==> src/rtl/mul32_seq.sv <==
// Iterative radix-2 shift-add multiplier, one add/shift per cycle.
// The product register updates only at completion so the downstream mux never sees partials.
module mul32_seq #(
    parameter int unsigned WIDTH = 32
) (
    input  logic             CLK,
    input  logic             RST_N,
    input  logic             START,
    input  logic             SIGNED_OP,
    input  logic [WIDTH-1:0] A,
    input  logic [WIDTH-1:0] B,
    output logic [WIDTH-1:0] P_LO,
    output logic [WIDTH-1:0] P_HI,
    output logic             BUSY,
    output logic             DONE
);

    localparam int unsigned CW = $clog2(WIDTH);

    localparam logic [1:0] ST_IDLE = 2'd0;
    localparam logic [1:0] ST_RUN  = 2'd1;
    localparam logic [1:0] ST_DONE = 2'd2;

    localparam logic [WIDTH-1:0]   ONE_W  = {{(WIDTH-1){1'b0}}, 1'b1};
    localparam logic [2*WIDTH-1:0] ONE_2W = {{(2*WIDTH-1){1'b0}}, 1'b1};
    localparam logic [CW-1:0]      LAST   = CW'(WIDTH - 1);

    logic [1:0]         state_q, state_d;
    logic [CW-1:0]      cnt_q, cnt_d;
    logic [WIDTH-1:0]   mcand_q, mcand_d;
    // Upper half accumulates partial sums; lower half starts as the multiplier.
    logic [2*WIDTH-1:0] acc_q, acc_d;
    logic               sign_q, sign_d;
    logic [2*WIDTH-1:0] p_q, p_d;

    logic [WIDTH-1:0]   a_mag, b_mag, addend;
    logic [WIDTH:0]     sum;
    logic [2*WIDTH-1:0] acc_step, prod_fin;
    logic               accept;

    always_comb begin
        a_mag    = (SIGNED_OP && A[WIDTH-1]) ? (~A + ONE_W) : A;
        b_mag    = (SIGNED_OP && B[WIDTH-1]) ? (~B + ONE_W) : B;
        addend   = acc_q[0] ? mcand_q : '0;
        sum      = {1'b0, acc_q[2*WIDTH-1:WIDTH]} + {1'b0, addend};
        acc_step = {sum, acc_q[WIDTH-1:1]};
        prod_fin = sign_q ? (~acc_step + ONE_2W) : acc_step;
        accept   = START && ((state_q == ST_IDLE) || (state_q == ST_DONE));
    end

    always_comb begin
        state_d = state_q;
        cnt_d   = cnt_q;
        mcand_d = mcand_q;
        acc_d   = acc_q;
        sign_d  = sign_q;
        p_d     = p_q;
        if (accept) begin
            state_d = ST_RUN;
            cnt_d   = '0;
            mcand_d = a_mag;
            acc_d   = {{WIDTH{1'b0}}, b_mag};
            sign_d  = SIGNED_OP & (A[WIDTH-1] ^ B[WIDTH-1]);
        end else if (state_q == ST_RUN) begin
            acc_d = acc_step;
            cnt_d = cnt_q + CW'(1);
            if (cnt_q == LAST) begin
                p_d     = prod_fin;
                state_d = ST_DONE;
            end
        end else begin
            state_d = ST_IDLE;
        end
    end

    always_ff @(posedge CLK or negedge RST_N) begin
        if (!RST_N) begin
            state_q <= ST_IDLE;
            cnt_q   <= '0;
            mcand_q <= '0;
            acc_q   <= '0;
            sign_q  <= 1'b0;
            p_q     <= '0;
        end else begin
            state_q <= state_d;
            cnt_q   <= cnt_d;
            mcand_q <= mcand_d;
            acc_q   <= acc_d;
            sign_q  <= sign_d;
            p_q     <= p_d;
        end
    end

    assign P_LO = p_q[WIDTH-1:0];
    assign P_HI = p_q[2*WIDTH-1:WIDTH];
    assign BUSY = (state_q == ST_RUN);
    assign DONE = (state_q == ST_DONE);

endmodule
==> config.mk <==
export PLATFORM = sky130hd
export DESIGN_NAME = mul32_seq
export DESIGN_NICKNAME = d
export VERILOG_FILES = /design/src/rtl/mul32_seq.sv
export SDC_FILE = /design/constraint.sdc
export NUM_CORES = 1
export LEC_CHECK = 0
export CELL_PAD_IN_SITES_DETAIL_PLACEMENT = 0
export CELL_PAD_IN_SITES_GLOBAL_PLACEMENT = 1
export CORE_ASPECT_RATIO = 1.75
export CORE_MARGIN = 5
export CORE_UTILIZATION = 30
export CTS_CLUSTER_DIAMETER = 200
export CTS_CLUSTER_SIZE = 30
export DETAILED_ROUTE_END_ITERATION = 10
export PLACE_DENSITY_LB_ADDON = 0.25
export SYNTH_ARGS = -nofsm -noshare
export SYNTH_HDL_FRONTEND = slang
export SYNTH_SLANG_ARGS = --single-unit
export TNS_END_PERCENT = 1
==> constraint.sdc <==
create_clock -name CLK -period 4.3 [get_ports CLK]
set_input_delay 0.43 -clock CLK [delete_from_list [all_inputs] [get_ports CLK]]
set_output_delay 0.43 -clock CLK [all_outputs]
set_load 0.03 [all_outputs]
==> results.cfg, run 1 <==
[sta]
finalHoldViolations = 0
finalClockSkew_ns = 0.0126
drv_slew = 0
setup_tns_ns = 0
finalCritPeriodShare_pct = 96.0
grt_setup_unrepaired = no
fin_crit_ns = 4.13
worstMarginPinSlew_ns = 1.03
setup_viol = 0
max_slew_margin_pct = 31.2
fmaxAchievable_mhz = 242

[power_and_ir_drop]
intPower_uw = 5980
pwr-share-clk_pct = 13.2
pwr-share-seq_pct = 24.6
p_sw_uw = 5750
power.density_nw_per_um2 = 817
combPwrFrac_pct = 62.2
switching_share_pct = 49.0
vdd.ir_drop.worst_v = 0.000349
leakagePower_uw = 0.00601

[layout]
final_cell_mix = nand2_1 (213), dfrtp_1 (168), o21ai_0 (164)
layout_commonest_cell = nand2_1
fin_util_pct = 38.0
area_growth_pct = 25.2
fillers = 3904
nets = 1623
final_cell_area_um2 = 14400
drive_above_1_share_pct = 11.0
diodes = 0

[placement]
finalWeightedCongestion = 0.914
io_buffers = 133
place.detailed.hpwl_mm = 34.0
dpl-instance-area_um2 = 13700

[die]
boundaryPins = 134
die_area_um2 = 42400
die-width_um = 158
coreArea_um2 = 37800
start_util_pct = 30.4
rows = 94
die_y_um = 269

[routing]
drt_iter0_drc = 492
drc = 0
routedWlPerCell_um = 21.2
routed_wl_mm = 42.7
first_pass_iters = 6
viasPerCell = 5.28
vias = 10600
final_antenna_net_count = 0

[synthesis]
synth_ff_type = dfrtp_1
yosysSeqAreaShare_pct = 36.6
postSynthCellCount = 1354
synth_seq_cells = 168
synth-edff-count = 0
synth_area_um2 = 11500
synth-warning-count = 0
yosysUniqueCellTypes = 85
syn_area_per_cell_um2 = 8.47
async_flop_share_pct = 100
syn_nets = 1460

[cts]
h-tree-depth = 4
clk-insertion-delay-late_ns = 0.47
cts_made_buffers = 17
numClockSinks = 168
clkTransAtPathRegs_ns = 0.07
cts.path.max_buffers = 2
cts_setup_buffers = 0
tritoncts = yes
cts_root_buffer = clkbuf_16

[min_path]
hp-class = flop to flop

[critical_path]
crit_arrival_ns = 4.45
cp_top_family = simple AND/OR/NAND/NOR gates
crit_type = flop to flop
critPathMaxFanout = 4
path_cells = and2_1 -> ha_2 -> fa_2 -> xor2_1 -> or4b_4 -> nor4_4 -> or4b_4 -> or3_4 -> a2111o_1 -> nand4b_4 -> buf_4 -> o31ai_4 -> xor2_1 -> o21ai_1
end_kind = flop
setup.worst_path.start_class = flop
critPathSlowestCell = or4b_4
path_buf_inv = 1
required_ns = 4.62
max_stage_delay_ns = 0.55

[global_route]
grt_pass1_wl_mm = 64.2
grt_max_degree = 110
antenna_found_initial = 0
grt_usage_pct = 20.3
grt_pass1_vias = 11100
overflow = 0

[run]
drv_cap = 0

[status]
status = complete, no violations
[layout make-up]
cell class              instances  area (µm²)  share of cell area [%]
multi-input cells            1084        6890                    47.9
flip-flops and latches        168        4200                    29.3
repair buffers                221        2010                    14.0
well taps                     480         601                    4.18
clock buffers                  19         443                    3.08
clock inverters                13         126                   0.880
inverters                      25        93.8                   0.653
[worst min-delay path: stages (launching register included)]
cell,delay (ns)
dfrtp_1,0.34
nand2_1,0.05
o21ai_0,0.06
[repair_timing]
item / CTS / global route
gates resized for setup: 0 / 11
hold buffers: 1 / 0
endpoints found under the hold margin: 63 / 0
endpoints found under the setup margin: 0 / 10
[metal layers]
layer | GRT usage, % | vias to the layer above | routed length, µm
met3 | 2.62 | 110 | 881
met2 | 41.4 | 209 | 25400
met4 | 13.8 | 0 | 3270
li1 | - | 5194 | -
met5 | 0 | - | 0
met1 | 17.4 | 5095 | 13100
[power by group through the flow]
stage                     clock network (µW)  registers [µW]  logic [µW]
after floorplan                            0            3050        4060
after global placement                     0            2920        7270
after detailed placement                   0            2920        7320
after CTS                               1590            2900        7360
after global routing                    1640            2960        7930
final                                   1550            2880        7300
[state kept, by name, indices dropped and copies added, names as in the netlist]
| name | cells |
|---|---|
| acc_q | 64 |
| p_q | 64 |
| sign_q | 1 |
| mcand_q | 32 |
| state_q | 2 |
| cnt_q | 5 |
[cells by family (layout without fill, tap and decap cells)]
logic type	count (synthesis)	count (layout)	synth area share, %
and+or+nand+nor	472	472	20.2
AOI/OAI and AO/OA	427	427	23.6
DFF	168	168	36.6
xor gates and xnor gates	139	139	10.7
buffers and inverters	102	278	3.98
adders and majority gates	38	38	4.21
muxes	8	8	0.720
[cells in the mapped netlist, types with 4 or more instances]
master	count	area share [%]
a211oi_1	13	0.85
a21o_1	13	0.85
a21oi_1	60	2.6
a22o_1	28	2.1
a22oi_1	13	0.85
a31oi_1	26	1.4
and2_1	39	2.1
and3_1	5	0.27
and4_1	4	0.31
buf_1	6	0.20
clkbuf_1	63	2.1
clkbuf_8	7	0.84
dfrtp_1	168	37
ha_1	37	4.0
inv_1	24	0.79
mux2i_1	6	0.52
nand2_1	213	7.0
nand2b_1	9	0.49
nand3_1	21	0.92
nand4_1	11	0.60
nor2_1	82	2.7
nor3_1	20	0.87
nor3b_1	4	0.26
nor4_1	10	0.55
o211ai_1	6	0.39
o21a_1	5	0.33
o21ai_0	164	7.2
o21ai_1	14	0.61
o31ai_1	23	1.5
o41ai_1	15	1.1
or3_1	12	0.65
or4_1	13	0.85
xnor2_1	61	4.7
xor2_1	77	5.9
[path summary, 6_finish.rpt]
path                             start  slack (ns)  depth (start not counted)          end
max in group asynchronous        RST_N        2.68                          3      p_q[62]
max reg2reg                   acc_q[0]        0.17                         14      p_q[58]
min                        mcand_q[26]        0.48                          2  mcand_q[26]
min reg2reg                mcand_q[26]        0.48                          2  mcand_q[26]
min in group asynchronous        RST_N        0.52                          2    acc_q[17]
max                           acc_q[0]        0.17                         14      p_q[58]
[per-stage QoR]
step	hold slack [ns]	instances	total power [µW]	setup WS (ns)
2_1_floorplan	0.134	1354	7110	0.0306
3_3_place_gp	0.460	1977	10200	0.0514
3_5_place_dp	0.467	1977	10200	0.0354
4_1_cts	0.482	2010	11800	0.0208
5_1_grt	0.502	2010	12500	0.00512
6_report	0.477	2010	11700	0.170
Note: power is estimated with default switching activity, not from simulation.
==> inputs of run 2 (changes only) <==
Settings changed: MAX_ROUTING_LAYER set to met4, REMOVE_ABC_BUFFERS set to 1.
Clock period 4.3 ns to 3.6 ns, I/O delays scaled along.
==> run 2 against run 1 <==
  * The run now ends with hold timing, setup timing left
  * Clock skew shrank 0.0019 ns
  * Setup slack got worse by 0.72 ns
  * Global-route usage decreased by 0.95 points
  * Power increased by 28%
  * Routed wire length fell by 8.1%
  * Highest routed layer unchanged
==> results.cfg, run 2 (same netlist as run 1, synthesis figures left out) <==
[status]
status = finished, violations left
failed_checks = hold timing, setup timing

[routing]
first_pass_iters = 5
final_antenna_net_count = 0
viasPerCell = 5.05
drt_iter0_drc = 414
drc = 0
routed_wl_mm = 39.2
vias = 10900
routedWlPerCell_um = 18.1

[power_and_ir_drop]
p_total_uw = 15000
p_sw_uw = 6570
switching_share_pct = 43.9
vdd.ir_drop.worst_v = 0.000416
intPower_uw = 8410
leakagePower_uw = 0.00680
combPwrFrac_pct = 65.4
pwr-share-seq_pct = 21.2
pwr-share-clk_pct = 13.4
power.density_nw_per_um2 = 952

[die]
die-width_um = 158
die_y_um = 269
coreArea_um2 = 37800
start_util_pct = 30.4
boundaryPins = 134
rows = 94
die_area_um2 = 42400

[cts]
cts_root_buffer = clkbuf_16
h-tree-depth = 4
tritoncts = yes
clk-insertion-delay-late_ns = 0.45
hold_buffers = 0
numClockSinks = 168
cts_made_buffers = 17
clkTransAtPathRegs_ns = 0.07
cts.path.max_buffers = 2

[layout]
nets = 1776
area_growth_pct = 37.1
drive_above_1_share_pct = 20.4
final_cell_mix = buf_4 (237), nand2_1 (211), dfrtp_1 (168)
reg_top3 = acc_q: 64 flops, p_q: 64 flops, mcand_q: 32 flops
layout_commonest_cell = buf_4

[sta]
fmaxAchievable_mhz = 241
grt_setup_unrepaired = yes
fin_crit_ns = 4.15
finalWorstSetupSlack_ns = -0.548
finalHoldViolations = 19
setup_viol = 18
max_slew_margin_pct = 38.6
whs_ns = -0.0557
finalClockSkew_ns = 0.0107
finalCritPeriodShare_pct = 115
drv_slew = 0
worstMarginPinSlew_ns = 0.921

[global_route]
grt_max_degree = 89
grt_usage_pct = 19.3
grt_pass1_vias = 11600
grt_pass1_wl_mm = 62.1
antenna_found_initial = 1
overflow = 0

[placement]
place_ws_ns = -0.781
place.detailed.hpwl_mm = 31.3
io_buffers = 133
finalWeightedCongestion = 0.932

[critical_path]
crit_arrival_ns = 4.48
critPathMaxFanout = 3
setup.worst_path.start_class = flop
required_ns = 3.94
crit_type = flop to flop
end_kind = flop

[min_path]
hp-class = input port to asynchronous set/reset pin

[run]
drv_cap = 0
==> run 2: changes by cell type in the layout (fill, tap and decap cells not counted), sizes merged <==
cell,delta
clkinv,-3
dlygate4sd3,-1
inv,-6
buf,+154
clkbuf,+4
diode,+1
bufinv,+4
clkinvlp,+1
==> run 2: path summary, 6_finish.rpt <==
check	startpoint	endpoint	slack (ns)	depth (start not counted)
setup / recovery	mcand_q[0]	p_q[62]	-0.55	13
hold / removal	RST_N	p_q[20]	-0.06	1
setup reg to reg	mcand_q[0]	p_q[62]	-0.55	13
hold reg to reg	mcand_q[18]	mcand_q[18]	0.47	2
max in group asynchronous	RST_N	p_q[1]	2.78	2
min in group CLK	mcand_q[18]	mcand_q[18]	0.47	2
==> run 2: per-layer routing <==
layer	global-route usage, %	vias to the layer above	wire [µm]
li1	-	5505	-
met1	19.5	5205	14500
met2	36.9	179	22100
met3	2.91	50	1260
met4	7.21	0	1290
met5	-	-	0
==> run 2: through the flow <==
| stage | std cells | cell area [µm²] | hold WS [ns] | utilization [%] | TNS (ns) |
|---|---|---|---|---|---|
| 2_1_floorplan | 1277 | 11100 | 0.0644 | - | -9.30 |
| 3_3_place_gp | 2130 | 14900 | 0.452 | 39.5 | -8.56 |
| 3_5_place_dp | 2130 | 14900 | 0.457 | 39.5 | -9.70 |
| 4_1_cts | 2163 | 15700 | 0.0240 | 41.5 | -6.26 |
| 5_1_grt | 2164 | 15700 | 0.0188 | 41.7 | -8.88 |
| 6_report | 2164 | 15700 | -0.0557 | 41.7 | -5.11 |
==> run 2: repair_timing <==
| action | in CTS | in global routing |
|---|---|---|
| gates resized for setup | 30 | 17 |
| pin swaps | 11 | 5 |
| endpoints found under the setup margin | 24 | 25 |
| setup buffers | 1 | 0 |
==> run 2: layout make-up <==
type | count | area [µm²]
Clock buffer | 23 | 458
Clock inverter | 9 | 161
Sequential cell | 168 | 4200
Timing Repair Buffer | 374 | 3180
Multi-Input combinational cell | 1084 | 7030
Antenna cell | 1 | 2.50
Fill cell | 3837 | 22000
Inverter | 25 | 93.8
Tap cell | 480 | 601
==> run 2: power by group through the flow <==
stage	Clock [µW]	Sequential (µW)	Combinational (µW)
after floorplan	0	3720	4580
after global placement	0	3190	9570
after detailed placement	0	3210	9620
after CTS	2070	3190	9820
after global routing	2130	3280	10700
final	2010	3180	9790
==> run 2: worst max-delay path, cell delays in order (launching register included) <==
cell      delay, ns
dfrtp_1        0.38
and2_4         0.17
ha_4           0.16
fa_2           0.40
xor2_1         0.17
or4b_4         0.51
nor4_4         0.15
or4b_4         0.49
or3_4          0.38
a2111o_1       0.45
nand4b_4       0.22
nand4b_4       0.20
a21o_1         0.17
a31o_1         0.19
==> inputs of run 3 (changes only) <==
Settings changed: CAP_MARGIN set to 20.
==> results of run 3 <==
Same layout as run 2: the final DEF is identical, and so are final timing and power.
